--- src/rtl/mux_nx1_rr_reg.sv ---
// mux_nx1_rr_reg: registered N:1 result select, explicit or round-robin grant.
// Define MUX_NX1_SKID_EN to add a 2-entry output skid buffer.
module mux_nx1_rr_reg #(
    parameter int DATA_WIDTH = 64,
    parameter int NUM_IN     = 4,
    parameter int SEL_W      = (NUM_IN > 1) ? $clog2(NUM_IN) : 1
) (
    input  logic                         i_clk,
    input  logic                         i_rst_n,
    input  logic [NUM_IN*DATA_WIDTH-1:0] i_data,
    input  logic [NUM_IN-1:0]            i_valid,
    output logic [NUM_IN-1:0]            o_ready,
    input  logic                         i_mode,
    input  logic [SEL_W-1:0]             i_Sel,
    output logic [DATA_WIDTH-1:0]        o_data,
    output logic                         o_valid,
    input  logic                         i_ready,
    output logic [SEL_W-1:0]             o_src,
    output logic                         o_sel_err
);

    logic [DATA_WIDTH-1:0] chan [NUM_IN];

    logic [DATA_WIDTH-1:0] data_q, data_d;
    logic [SEL_W-1:0]      src_q, src_d;
    logic                  valid_q, valid_d;
    logic                  sel_err_q, sel_err_d;
    logic [SEL_W-1:0]      rr_q, rr_d;

    logic                  sel_ok;
    logic                  sel_hit;
    logic                  rr_gnt_vld;
    logic [SEL_W-1:0]      rr_gnt;
    logic                  gnt_vld;
    logic [SEL_W-1:0]      gnt;
    logic [DATA_WIDTH-1:0] gnt_data;
    logic                  load_en;
    logic                  xfer;

`ifdef MUX_NX1_SKID_EN
    logic [DATA_WIDTH-1:0] skid_data_q, skid_data_d;
    logic [SEL_W-1:0]      skid_src_q, skid_src_d;
    logic                  skid_vld_q, skid_vld_d;
    logic                  pop;
`endif

    for (genvar k = 0; k < NUM_IN; k++) begin : g_chan
        assign chan[k] = i_data[k*DATA_WIDTH +: DATA_WIDTH];
    end

    assign sel_ok = ({1'b0, i_Sel} < (SEL_W+1)'(NUM_IN));

    // Explicit select: valid of the addressed channel
    always_comb begin
        logic [SEL_W-1:0] kk;
        sel_hit = 1'b0;
        for (int k = 0; k < NUM_IN; k++) begin
            kk = SEL_W'(k);
            if (i_Sel == kk) sel_hit = i_valid[kk];
        end
    end

    // Round-robin: nearest valid channel at or after rr_q (last write wins)
    always_comb begin
        logic [SEL_W-1:0] kk;
        rr_gnt_vld = 1'b0;
        rr_gnt     = '0;
        for (int d = NUM_IN - 1; d >= 0; d--) begin
            for (int k = 0; k < NUM_IN; k++) begin
                kk = SEL_W'(k);
                if (i_valid[kk] && (k == (int'(rr_q) + d) % NUM_IN)) begin
                    rr_gnt_vld = 1'b1;
                    rr_gnt     = kk;
                end
            end
        end
    end

    assign gnt_vld = i_mode ? rr_gnt_vld : (sel_ok && sel_hit);
    assign gnt     = i_mode ? rr_gnt : i_Sel;
    assign xfer    = i_rst_n && gnt_vld && load_en;

    // Data of the granted channel and the one-hot accept
    always_comb begin
        logic [SEL_W-1:0] kk;
        gnt_data = '0;
        o_ready  = '0;
        for (int k = 0; k < NUM_IN; k++) begin
            kk = SEL_W'(k);
            if (gnt == kk) begin
                gnt_data    = chan[kk];
                o_ready[kk] = xfer;
            end
        end
    end

    // Pointer advances past a round-robin winner only
    always_comb begin
        rr_d = rr_q;
        if (xfer && i_mode) begin
            if (int'(gnt) == NUM_IN - 1) rr_d = '0;
            else                         rr_d = gnt + SEL_W'(1);
        end
    end

    assign sel_err_d = !i_mode && !sel_ok;

`ifdef MUX_NX1_SKID_EN
    assign load_en = !skid_vld_q;
    assign pop     = valid_q && i_ready;

    // Head register plus one skid entry, drained in FIFO order
    always_comb begin
        data_d      = data_q;
        src_d       = src_q;
        valid_d     = valid_q;
        skid_data_d = skid_data_q;
        skid_src_d  = skid_src_q;
        skid_vld_d  = skid_vld_q;
        if (skid_vld_q) begin
            if (pop) begin
                data_d     = skid_data_q;
                src_d      = skid_src_q;
                skid_vld_d = 1'b0;
            end
        end else if (valid_q) begin
            if (xfer && pop) begin
                data_d = gnt_data;
                src_d  = gnt;
            end else if (xfer) begin
                skid_data_d = gnt_data;
                skid_src_d  = gnt;
                skid_vld_d  = 1'b1;
            end else if (pop) begin
                valid_d = 1'b0;
            end
        end else if (xfer) begin
            data_d  = gnt_data;
            src_d   = gnt;
            valid_d = 1'b1;
        end
    end
`else
    assign load_en = !valid_q || i_ready;

    // Single output register: load, drain, or hold
    always_comb begin
        data_d  = data_q;
        src_d   = src_q;
        valid_d = valid_q;
        if (xfer) begin
            data_d  = gnt_data;
            src_d   = gnt;
            valid_d = 1'b1;
        end else if (i_ready) begin
            valid_d = 1'b0;
        end
    end
`endif

    // State registers with synchronous active-low reset
    always_ff @(posedge i_clk) begin
        if (!i_rst_n) begin
            data_q      <= '0;
            src_q       <= '0;
            valid_q     <= 1'b0;
            sel_err_q   <= 1'b0;
            rr_q        <= '0;
`ifdef MUX_NX1_SKID_EN
            skid_data_q <= '0;
            skid_src_q  <= '0;
            skid_vld_q  <= 1'b0;
`endif
        end else begin
            data_q      <= data_d;
            src_q       <= src_d;
            valid_q     <= valid_d;
            sel_err_q   <= sel_err_d;
            rr_q        <= rr_d;
`ifdef MUX_NX1_SKID_EN
            skid_data_q <= skid_data_d;
            skid_src_q  <= skid_src_d;
            skid_vld_q  <= skid_vld_d;
`endif
        end
    end

    assign o_data    = data_q;
    assign o_src     = src_q;
    assign o_valid   = valid_q;
    assign o_sel_err = sel_err_q;

endmodule

--- config.mk ---
export PLATFORM = sky130hd
export DESIGN_NAME = mux_nx1_rr_reg
export DESIGN_NICKNAME = d
export VERILOG_FILES = /design/src/rtl/mux_nx1_rr_reg.sv
export SDC_FILE = /design/constraint.sdc
export NUM_CORES = 1
export LEC_CHECK = 0
export BUFFER_PORTS_ARGS = -buffer_cell sky130_fd_sc_hd__clkbuf_2
export CAP_MARGIN = 20
export CORE_AREA = 2 2 133 135
export DETAILED_ROUTE_END_ITERATION = 6
export DIE_AREA = 0 0 135 137
export GPL_TIMING_DRIVEN = 1
export PLACE_DENSITY_LB_ADDON = 0.15
export SLEW_MARGIN = 5
export SYNTH_ARGS = -nofsm -noshare
export SYNTH_HDL_FRONTEND = slang
export SYNTH_SLANG_ARGS = --single-unit
--- constraint.sdc ---
create_clock -name i_clk -period 3.3 [get_ports i_clk]
set_input_delay 0.165 -clock i_clk [delete_from_list [all_inputs] [get_ports i_clk]]
set_output_delay 0.165 -clock i_clk [all_outputs]
set_load 0.1 [all_outputs]
# [Word level (Yosys, flattened, before mapping)]
# Cells that the tools add are included.
[totals] regBits=69 inputBits=266 out_inout_bits=72 word_cells=109
[op_classes] addsub=4 eq_ne=19 mux=48 bitwise_logic=3 n_reduce_logical=31
[op_table] op="64-bit 2-to-1 mux" n=4
[op_table] op="32-bit zero test" n=4
[op_table] op="2-bit 2-to-1 mux" n=16
[op_table] op="1-bit 2-to-1 mux" n=28
[op_table] op="1-bit logical AND" n=19
[op_table] op="3-bit equality test (first input constant)" n=6
[op_table] op="2-bit by 3-bit equality test with 1-bit output (first input constant)" n=3
[op_table] op="2-bit equality test (second input constant)" n=4
[op_table] op="2-bit by 1-bit equality test with 1-bit output (second input constant)" n=3
[op_table] op="2-bit OR reduction" n=3
[op_table] op="2-bit by 1-bit adder with 2-bit output (second input constant)" n=2
[op_table] op="2-bit adder (second input constant)" n=2
[op_table] op="2-bit equality test (first input constant)" n=2
[op_table] op="2-bit zero test" n=2
[op_table] op="1-bit bitwise AND (first input constant)" n=3
[op_table] op="1-bit by 2-bit equality test with 1-bit output (first input constant)" n=1
[op_table] op="2-bit nonzero test" n=1
[op_table] op="1-bit zero test" n=1
[op_table] op="1-bit logical OR" n=1

# [Longest topological paths before layout]
# Gate-level depths: netlist of run 1.
[logic_depth] word_depth=26 ltp_mapped=11

# [Worst setup path before layout of run 1]
# Ideal clock, no wire load.
[synth_timing] kind="register to output" from="register rr_q[1]" to="output port o_ready[3]" t_arrival_ns=2.486 required_time_ns=3.135 slack_ns=0.649 stages_incl_launch_ff=8 cell_sequence="dfxtp_1 o221ai_1 o32a_1 inv_1 ha_1 clkbuf_1 clkbuf_1 and2_1"
[synth_rtl] element="start, declared" line_no="28" rtl="logic [SEL_W-1:0] rr_q, rr_d;"
[synth_rtl] element="start signal, assigned" line_no="179" rtl="rr_q <= rr_d;"
[synth_rtl] element="2-bit adder" line_no="71" rtl="if (i_valid[kk] && (k == (int'(rr_q) + d) % NUM_IN)) begin"
[synth_rtl] element="2-bit OR reduction (no source line)"
[synth_rtl] element="1-bit bitwise AND (no source line)"
[synth_rtl] element="3-bit equality test" line_no="71"
[synth_rtl] element="1-bit logical AND" line_no="71"
[synth_rtl] element="2-bit 2-to-1 mux (13 in a row)" line_no="71"
[synth_rtl] element="2-bit 2-to-1 mux *" line_no="71"
[synth_rtl] element="2-bit 2-to-1 mux *" line_no="80" rtl="assign gnt = i_mode ? rr_gnt : i_Sel;"
[synth_rtl] element="net gnt[1]" line_no="35" rtl="logic [SEL_W-1:0] gnt;"
[synth_rtl] element="2-bit equality test *" line_no="90" rtl="if (gnt == kk) begin"
[synth_rtl] element="1-bit 2-to-1 mux *" line_no="90"
[synth_rtl] element="end, declared" line_no="12" rtl="output logic [NUM_IN-1:0] o_ready,"
# The timed path passes the listed nets; every way through them passes the cells marked *.

# [Worst setup path in the final report of run 1]
[layout_timing] from="register rr_q[0]" to="output port o_ready[1]"
[layout_rtl] element="2-bit adder" line_no="71"
[layout_rtl] element="2-bit OR reduction (no source line)"
[layout_rtl] element="1-bit bitwise AND (no source line)"
[layout_rtl] element="2-bit by 3-bit equality test with 1-bit output" line_no="71"
[layout_rtl] element="1-bit logical AND" line_no="71"
[layout_rtl] element="1-bit 2-to-1 mux" line_no="71"
[layout_rtl] element="2-bit 2-to-1 mux (13 in a row)" line_no="71"
[layout_rtl] element="2-bit 2-to-1 mux *" line_no="71"
[layout_rtl] element="2-bit 2-to-1 mux *" line_no="80"
[layout_rtl] element="net gnt[0]" line_no="35"
[layout_rtl] element="2-bit by 1-bit equality test with 1-bit output *" line_no="90"
[layout_rtl] element="1-bit 2-to-1 mux *" line_no="90"
# Marked as above.

==> run_results.csv, run 1 <==
group,metric,value,unit
job,max_cap_violations,0,
setup_path,cp_num_buf_inv,2,
clock_network,clkTransAtPathRegs,60,ps
detailed_routing,first_pass_iters,4,
pwr,seq_power_share,0.256,
setup_path,timing.rr.end,"o_data[49]$_SDFFE_PN0P_",
setup_path,worstReg2RegStart,"rr_q[0]$_SDFFE_PN0P_",
setup_path,cp.arrival,2900,ps
setup_path,worstPathCellList,"nand2b_1, a21boi_0, o31ai_1, ha_2, buf_4, and2_1, buf_12",
sta,slew-limit-headroom,0.431,
pwr,pwr_density_cell,582,nW/um^2
floorplan,core,17100,um^2
pwr,swShare,0.454,
synthesis,netlist_area,4550,um^2
sta,fmax,326,MHz
grt,overflow,0,
setup_path,path_class,"reg2out",
clock_network,cts_sinks,69,
setup_path,worstSetupEndpoint,"o_ready[1]",
detailed_routing,vias_per_cell,4.84,
grt,antenna_found_initial,0,
worst_hold_path,hp-class,"in2reg",
pwr,p_int,0.00217,W
synthesis,synth_top_area_cell,"dfxtp_1",
clock_network,cts_tree,"built",
detailed_routing,drcViolationCount,0,
floorplan,ios,338,
finish,seq_area,1380,um^2
clock_network,cts_hold_buf,0,
grt,gr-usage-all-layers,0.186,
finish,area_growth,50.3,%
floorplan,die_area,18500,um^2
setup_path,cpPeakStageDelay,640,ps
setup_path,cp-startpoint,"rr_q[0]$_SDFFE_PN0P_",
finish,multi_input_area,2700,um^2
sta,fin_crit,3070,ps
clock_network,cts.root.buffer_cell,"clkbuf_16",
sta,hold_violations,0,
sta,finClkSkew,6.86,ps
setup_path,crit_slowest_cell,"buf_4",
detailed_routing,wl_per_cell,16.5,um
setup_path,crit_path_end_kind,"output pin",
synthesis,syn-num-nets,834,
floorplan,start_util,0.267,
setup_path,start_kind,"flip-flop",
clock_network,postCtsSetupBuffers,0,
sta,tns,0,ps
finish,fillers,1791,
pwr,clkPwrFrac,0.270,
floorplan,die_y,137,um
finish,fin_nets,1135,
placed_design,post-dp-hpwl,13600,um
synthesis,avgSynthCellArea,8.06,um^2
grt,grt_pass1_vias,4950,
sta,rsz0062_at_grt,"no",
grt,grt_pass1_wl,26700,um
sta,setup_violations,0,
synthesis,yosysSeqAreaShare,0.304,
sta,min_period_over_period,0.929,
placed_design,io_buffers,336,
sta,timing.hold.ws,132,ps
setup_path,rr_worst_depth,10,
synthesis,yosys_warnings,0,
placed_design,gp_congestion,0.801,
detailed_routing,vias,5304,
floorplan,row_count,48,
synthesis,synthCells,564,
setup_path,cp_top_family,"buffers and inverters",
sta,tightest_slew,852,ps
finish,drive_above_1_share,0.425,
pwr,vdd_drop_max,0.279,mV
clock_network,clock_latency,340,ps
synthesis,synth_top_area_frac,0.304,
pwr,share_comb_of_total_power,0.474,
clock_network,htree_levels,3,
clock_network,clockBufferDepth,2,
grt,grt_max_degree,73,
floorplan,die-width,135,um
sta,maxSlewViolCount,0,
setup_path,r2r_setup_slack,440,ps
pwr,switching_power,0.00180,W
clock_network,cts_resized,0,
synthesis,synth_seq_cells,69,
detailed_routing,final_antenna_net_count,0,
clock_network,numCtsBuffers,9,
pwr,leakage,3.51,nW
synthesis,synthTopCellsByArea,"dfxtp_1 (30%), mux2i_1 (15%), a221o_1 (14%)",
finish,diodes,0,
synthesis,synth_cell_type_count,31,
detailed_routing,drt_iter0_drc,231,
run_status,status,"complete, no violations",
detailed_routing,routed_wl,18100,um
setup_path,cp_num_cells,7,
setup_path,crit_required,3130,ps
setup_path,critPathMaxFanout,66,
-- power by group through the flow --
| stage | clock network (W) | registers (W) | logic [W] |
|---|---|---|---|
| detailed placement | 0 | 0.00104 | 0.00190 |
| CTS | 0.00111 | 0.00102 | 0.00190 |
| global placement | 0 | 0.00104 | 0.00190 |
| finish | 0.00107 | 0.00102 | 0.00189 |
| global route | 0.00115 | 0.00103 | 0.00200 |
| floorplan | 0 | 0.00186 | 0.000598 |
-- sequential cells by signal, summed over array words and instances (netlist names) --
signal   count
o_data      64
o_src        2
o_valid      1
rr_q         2
-- worst reg2reg max path: stages, from the launching register on --
cell	delay, ps
dfxtp_1	320
nand2b_1	140
a21boi_0	230
o31ai_1	200
inv_1	180
ha_1	210
nor2b_4	710
buf_4	390
a221o_1	190
a22oi_1	60
mux2i_1	170
-- kinds of logic after synthesis --
group / synth area share
DFF: 0.304
other: 0.000825
buffers and inverters: 0.111
and+or+nand+nor: 0.0823
adders and majority gates: 0.0110
muxes: 0.147
AOI/OAI and AO/OA: 0.344
-- synthesized netlist by cell type (all sizes together) --
cell,count
inv,69
and3,1
nor3,1
nor3b,1
a21oi,69
a221o,63
buf,10
mux2i,67
a211oi,1
o41ai,1
dfxtp,69
o221ai,2
nor2b,2
a21boi,1
or2,1
nand2b,6
o32a,1
o21ai,3
a22oi,64
and2,4
ha,4
o31ai,1
nand2,67
a311oi,1
nor2,6
conb,1
clkbuf,48
-- layer usage --
metal	GRT usage	part of all wire	vias to the layer above
met5	0	0	-
met4	0.0515	0.018	0
met3	0.0615	0.091	15
met2	0.321	0.48	254
met1	0.222	0.41	2364
li1	-	-	2671
-- placed cells by master, fill, tap and decap left out, drive strengths merged --
master | synthesis | final
buf | 10 | 16
or2 | 1 | 1
and3 | 1 | 1
a21boi | 1 | 1
nand2 | 67 | 67
a311oi | 1 | 1
o31ai | 1 | 1
a221o | 63 | 63
a22oi | 64 | 64
nor3b | 1 | 1
o41ai | 1 | 1
nor2 | 6 | 6
nor2b | 2 | 2
o221ai | 2 | 2
clkinvlp | 0 | 1
nor3 | 1 | 1
o32a | 1 | 1
dfxtp | 69 | 69
bufinv | 0 | 2
inv | 69 | 69
mux2i | 67 | 67
and2 | 4 | 4
a211oi | 1 | 1
a21oi | 69 | 69
o21ai | 3 | 3
clkbuf | 48 | 345
ha | 4 | 4
conb | 1 | 1
nand2b | 6 | 6
-- stage by stage --
stage	cells	area [um^2]	worst slack [ps]	power, W	utilization
floorplan	564	4550	649	0.00246	-
global placement	1079	6510	443	0.00293	0.381
detailed placement	1079	6510	338	0.00293	0.381
CTS	1095	6830	188	0.00403	0.401
global route	1095	6830	0.876	0.00418	0.401
finish	1095	6830	234	0.00398	0.401
-- layout make-up --
cell class | count | area share
flip-flops and latches | 69 | 0.202
clock buffers | 13 | 0.0381
clock inverters | 3 | 0.00989
repair buffers | 348 | 0.275
well taps | 225 | 0.0412
inverters | 69 | 0.0379
multi-input cells | 368 | 0.395
-- worst min path at each step --
stage          depth (start not counted)  slack, ps                     from                 endpoint
6_report                               3        130              i_data[212]  o_data[20]$_SDFFE_PN0P_
5_1_grt                                3        130              i_data[221]  o_data[29]$_SDFFE_PN0P_
4_1_cts                                3        120              i_data[216]  o_data[24]$_SDFFE_PN0P_
3_5_place_dp                           2        450  o_data[44]$_SDFFE_PN0P_  o_data[44]$_SDFFE_PN0P_
3_3_place_gp                           2        440   o_data[8]$_SDFFE_PN0P_   o_data[8]$_SDFFE_PN0P_
2_1_floorplan                          3        370                  i_ready     o_valid$_SDFFE_PN0P_
Power figures use the tool's default switching activity.
==> inputs of run 2 (changes only) <==
--- a/config.mk
+++ b/config.mk
@@ -11,7 +11,7 @@
 export DETAILED_ROUTE_END_ITERATION = 6
 export DIE_AREA = 0 0 135 137
 export GPL_TIMING_DRIVEN = 1
-export PLACE_DENSITY_LB_ADDON = 0.15
+export PLACE_DENSITY = 0.58
 export SLEW_MARGIN = 5
 export SYNTH_ARGS = -nofsm -noshare
 export SYNTH_HDL_FRONTEND = slang
==> run 2 against run 1 <==
Clock skew up 0.57 ps. Sequential share of layout area increased by 0.30 points. First-iteration DRC count increased by 14%. Setup slack better by 220 ps. Die area unchanged. Wire length decreased by 5.3%. Largest power group unchanged. Highest routed layer unchanged.
==> run_results.csv, run 2 (synthesized netlist as in run 1, its figures left out) <==
group,metric,value,unit
grt,gr-usage-all-layers,0.177,
clock_network,numCtsBuffers,9,
setup_path,path_class,"reg2out",
sta,rsz0062_at_grt,"no",
finish,area_growth,48.1,%
floorplan,die_area,18500,um^2
setup_path,start_kind,"flip-flop",
sta,maxSlewViolCount,0,
floorplan,die-width,135,um
setup_path,timing.rr.end,"o_data[50]$_SDFFE_PN0P_",
setup_path,crit_required,3130,ps
placed_design,place_area,6450,um^2
clock_network,postCtsSetupBuffers,0,
setup_path,cp.arrival,2680,ps
pwr,total_power,0.00378,W
floorplan,row_count,48,
finish,final_cell_mix,"clkbuf_2 (336), inv_1 (69), a21oi_1 (69), dfxtp_1 (69)",
run_status,status,"complete, no violations",
grt,grt_max_degree,67,
sta,setup_violations,0,
detailed_routing,drcViolationCount,0,
finish,stdcell_area,6730,um^2
placed_design,gp_congestion,0.800,
floorplan,start_util,0.267,
worst_hold_path,hp-start,"i_data[236]",
clock_network,cts_sinks,69,
finish,multi_input_area,2700,um^2
clock_network,htree_levels,3,
floorplan,core,17100,um^2
detailed_routing,vias_per_cell,4.95,
pwr,pwr_density_cell,561,nW/um^2
clock_network,cts_hold_buf,0,
sta,slew-limit-headroom,0.497,
detailed_routing,vias,5414,
pwr,vdd_drop_max,0.253,mV
sta,fin_crit,2850,ps
detailed_routing,drt_iter0_drc,264,
clock_network,clockBufferDepth,2,
clock_network,clock_latency,330,ps
worst_hold_path,hp-class,"in2reg",
setup_path,crit_path_end_kind,"output pin",
detailed_routing,routed_wl,17100,um
grt,overflow,0,
placed_design,io_buffers,336,
finish,largest_reg_flops,64,
sta,hold_violations,0,
pwr,leakage,3.49,nW
finish,diodes,0,
detailed_routing,first_pass_iters,4,
finish,fin_nets,1136,
job,max_cap_violations,0,
grt,grt_pass1_wl,25900,um
grt,antenna_found_initial,0,
finish,drive_above_1_share,0.426,
finish,seq_area,1380,um^2
sta,finClkSkew,7.43,ps
sta,tns,0,ps
worst_hold_path,whs_path_depth,3,
setup_path,critPathMaxFanout,31,
clock_network,cts_tree,"built",
finish,fillers,1802,
sta,timing.hold.ws,135,ps
worst_hold_path,holdPathEnd,"o_data[44]$_SDFFE_PN0P_",
setup_path,r2r_setup_slack,520,ps
finish,final_common_cell,"clkbuf_2",
detailed_routing,wl_per_cell,15.6,um
setup_path,worstReg2RegStart,"rr_q[0]$_SDFFE_PN0P_",
setup_path,rr_worst_depth,11,
sta,tightest_slew,755,ps
grt,grt_pass1_vias,5167,
detailed_routing,final_antenna_net_count,0,
clock_network,cts.root.buffer_cell,"clkbuf_16",
sta,fmax,351,MHz
clock_network,cts_resized,0,
floorplan,die_y,137,um
clock_network,clkTransAtPathRegs,50,ps
floorplan,ios,338,
sta,min_period_over_period,0.863,
placed_design,post-dp-hpwl,12900,um
-- run 2: cell count changes in the layout (fill, tap and decap cells not counted) --
cell | previous run | this run
clkbuf_2 | 332 | 336
buf_12 | 8 | 5
clkinv_2 | 0 | 2
clkinvlp_4 | 1 | 0
bufinv_16 | 2 | 0
clkbuf_1 | 2 | 1
-- run 2: layout make-up --
type                    count  share of cell area
repair buffers            349               0.274
inverters                  69              0.0385
well taps                 225              0.0418
multi-input cells         368               0.401
clock inverters             2             0.00149
flip-flops and latches     69               0.205
clock buffers              12              0.0381
-- run 2: critical path: stages, from the launching register on --
cell	delay [ps]
dfxtp_1	340
nand2b_1	110
a21boi_0	100
o31ai_1	510
ha_2	330
buf_4	330
and2_1	180
clkbuf_2	450
-- run 2: worst max path at each step --
stage	startpoint	to	slack (ps)	cells past startpoint
finish	rr_q[0]$_SDFFE_PN0P_	o_ready[1]	450	7
global route	rr_q[0]$_SDFFE_PN0P_	o_ready[1]	280	7
CTS	rr_q[0]$_SDFFE_PN0P_	o_data[36]$_SDFFE_PN0P_	390	10
detailed placement	i_valid[3]	o_data[36]$_SDFFE_PN0P_	390	11
global placement	i_valid[3]	o_data[51]$_SDFFE_PN0P_	450	11
floorplan	rr_q[1]$_SDFFE_PN0P_	o_ready[3]	650	7
-- run 2: where the power goes --
group	switching, W	internal (W)
sequential	0.0000625	0.000954
clock	0.000343	0.000538
combinational	0.00136	0.000516
total	0.00177	0.00201
-- run 2: through the flow --
step / cells / util / setup slack [ps]
final: 1094 / 0.395 / 451
after global routing: 1094 / 0.395 / 278
after CTS: 1093 / 0.394 / 386
after detailed placement: 1079 / 0.378 / 386
after global placement: 1079 / 0.378 / 449
after floorplan: 564 / - / 649
-- run 2: layer usage --
metal	routed length, um	vias to the layer above	global-route usage
met5	0	-	0
met4	266	0	0.0596
met3	1370	16	0.0378
met2	8400	257	0.321
met1	7060	2472	0.208
li1	-	2669	-
==> inputs of run 3 (changes only) <==
--- a/config.mk
+++ b/config.mk
@@ -5,13 +5,14 @@
 export SDC_FILE = /design/constraint.sdc
 export NUM_CORES = 1
 export LEC_CHECK = 0
+export ABC_AREA = 1
 export BUFFER_PORTS_ARGS = -buffer_cell sky130_fd_sc_hd__clkbuf_2
 export CAP_MARGIN = 20
-export CORE_AREA = 2 2 133 135
+export CORE_AREA = 2 2 129 131
 export DETAILED_ROUTE_END_ITERATION = 6
-export DIE_AREA = 0 0 135 137
+export DIE_AREA = 0 0 131 133
 export GPL_TIMING_DRIVEN = 1
-export PLACE_DENSITY = 0.58
+export PLACE_DENSITY = 0.62
 export SLEW_MARGIN = 5
 export SYNTH_ARGS = -nofsm -noshare
 export SYNTH_HDL_FRONTEND = slang
==> run 3 against run 2 <==
Via count is 15% higher. Cell area increased by 1.4%. Total power increased by 2.8%. Synthesized area increased by 2.7%. Register-to-register slack about the same. First-iteration DRC count grew 13%. Clock power up 4.8%. Global-route usage grew 4.3 points. Critical path type unchanged.
==> run_results.csv, run 3 <==
group,metric,value,unit
run_status,status,"complete, no violations",
clock_network,cts_resized,0,
floorplan,die-width,131,um
pwr,leakage,3.56,nW
setup_path,cp.arrival,2790,ps
setup_path,crit_required,3130,ps
finish,final_core_util,0.422,
synthesis,avgSynthCellArea,6.23,um^2
clock_network,cts_hold_buf,0,
synthesis,yosysMostFrequentCell,"o21ai_0",
detailed_routing,drcViolationCount,0,
sta,slew-limit-headroom,0.559,
floorplan,start_util,0.289,
synthesis,yosys_warnings,0,
detailed_routing,drt_iter0_drc,298,
clock_network,cts.root.buffer_cell,"clkbuf_16",
clock_network,clkTransAtPathRegs,60,ps
finish,diodes,0,
clock_network,clockBufferDepth,2,
setup_path,timing.rr.end,"o_data[9]$_SDFFE_PN0P_",
pwr,vdd_drop_max,0.246,mV
sta,fmax,339,MHz
clock_network,numCtsBuffers,9,
floorplan,die_area,17400,um^2
finish,final_common_cell,"clkbuf_2",
setup_path,path_class,"reg2out",
placed_design,io_buffers,336,
worst_hold_path,whs_path_depth,3,
detailed_routing,vias_per_cell,4.91,
floorplan,core,16200,um^2
setup_path,cp-startpoint,"rr_q[1]$_SDFFE_PN0P_",
placed_design,place_area,6540,um^2
floorplan,die_y,133,um
detailed_routing,routed_wl,19500,um
sta,tns,0,ps
setup_path,worstPathCellList,"nand3_1, nand2_1, nand2_1, nand2_1, nand2_1, nand2_1, nand2_1, nand2_1, nand2_1, nand2_1, nand2_1, nand2_1, nand2_1, nand2_1, nand2_1, inv_1, ha_2, inv_2, buf_4, nor2_1, buf_12",
synthesis,async_flop_share,0,
synthesis,synth_edf_count,0,
sta,fin_crit,2950,ps
detailed_routing,wl_per_cell,15.4,um
grt,grt_pass1_vias,6025,
floorplan,ios,338,
grt,grt_pass1_wl,30400,um
finish,final_cell_mix,"clkbuf_2 (332), o21ai_0 (183), nand2_1 (153), a21oi_1 (133), nand3_1 (75)",
sta,finClkSkew,3.51,ps
setup_path,path_common_cell,"nand2_1",
synthesis,synth_seq_cells,69,
synthesis,synth_top_area_frac,0.296,
clock_network,cts_sinks,69,
synthesis,synthTopCellsByCount,"o21ai_0 (183), nand2_1 (153), a21oi_1 (133)",
setup_path,cpPeakStageDelay,450,ps
detailed_routing,first_pass_iters,5,
clock_network,clock_latency,340,ps
worst_hold_path,hp-start,"i_data[212]",
sta,maxSlewViolCount,0,
pwr,pwr_density_cell,569,nW/um^2
sta,timing.hold.ws,124,ps
sta,rsz0062_at_grt,"no",
setup_path,rr_worst_depth,26,
floorplan,row_count,47,
synthesis,ys.flop_type,"dfxtp_1",
sta,setup_violations,0,
detailed_routing,final_antenna_net_count,0,
synthesis,synthTopCellsByArea,"dfxtp_1 (30%), o21ai_0 (20%), a21oi_1 (14%)",
finish,fin_nets,1310,
synthesis,synth_cell_type_count,30,
detailed_routing,vias,6201,
finish,area_growth,46.2,%
finish,drive_above_1_share,0.373,
worst_hold_path,holdPathEnd,"o_data[20]$_SDFFE_PN0P_",
sta,hold_violations,0,
clock_network,htree_levels,3,
placed_design,post-dp-hpwl,14000,um
synthesis,yosysSeqAreaShare,0.296,
clock_network,cts_tree,"built",
job,max_cap_violations,0,
sta,tightest_slew,661,ps
synthesis,synthCells,749,
sta,min_period_over_period,0.895,
grt,overflow,0,
grt,gr-usage-all-layers,0.220,
setup_path,worstReg2RegStart,"rr_q[0]$_SDFFE_PN0P_",
synthesis,netlist_area,4670,um^2
synthesis,syn-num-nets,1019,
worst_hold_path,hp-class,"in2reg",
grt,grt_max_degree,70,
setup_path,crit_slowest_cell,"dfxtp_2",
setup_path,critPathMaxFanout,20,
setup_path,start_kind,"flip-flop",
finish,largest_reg_flops,64,
placed_design,gp_congestion,0.878,
finish,stdcell_area,6820,um^2
grt,antenna_found_initial,0,
setup_path,r2r_setup_slack,530,ps
setup_path,crit_path_end_kind,"output pin",
clock_network,postCtsSetupBuffers,0,
synthesis,synth_top_area_cell,"dfxtp_1",
-- run 3: metal layers --
metal,vias up,track usage,share of wire
met5,-,0,0
met2,237,0.366,0.48
met4,0,0.0916,0.030
met1,2737,0.272,0.42
met3,39,0.0493,0.074
li1,3188,-,-
-- run 3: power by group --
part | internal [W] | switching (W) | total, W
logic | 0.000515 | 0.00146 | 0.00197
registers | 0.000935 | 0.0000540 | 0.000989
clock network | 0.000566 | 0.000358 | 0.000923
-- run 3: worst max-delay path by stage --
stage	depth (start not counted)	end	slack, ps
final	21	o_ready[1]	350
after global routing	21	o_ready[1]	100
after CTS	20	o_ready[3]	100
after detailed placement	26	o_data[9]$_SDFFE_PN0P_	330
after global placement	17	o_data[9]$_SDFFE_PN0P_	290
after floorplan	22	o_ready[2]	50
-- run 3: metrics by stage --
stage          total power (W)  setup WS [ps]  instances
6_report               0.00388            347       1264
5_1_grt                0.00414            100       1264
4_1_cts                0.00391            103       1264
3_5_place_dp           0.00297            335       1249
3_3_place_gp           0.00297            292       1249
2_1_floorplan          0.00248           49.8        749
-- run 3: cells by family after synthesis --
kind of cell | Yosys count | share of synthesized area
compound gates | 336 | 0.365
simple gates | 246 | 0.230
buf+inv | 93 | 0.0981
flops | 69 | 0.296
fa+ha+maj | 4 | 0.0107
other cells | 1 | 0.000803
-- run 3: layout make-up --
cell class | instances | area, um^2
sequential | 69 | 1380
tap | 220 | 275
fill | 1737 | 9350
timing repair buffer | 353 | 1960
multi-input combinational | 587 | 2840
clock inverter | 1 | 5.00
clock buffer | 14 | 274
inverter | 20 | 87.6
-- run 3: worst max-delay path, delay by kind of cell, from the launching register on --
family	cells	cell delay, ps
AND/OR/NAND/NOR	16	1150
buffers and inverters	4	590
flip-flops	1	450
adder cells (fa/ha/maj)	1	230
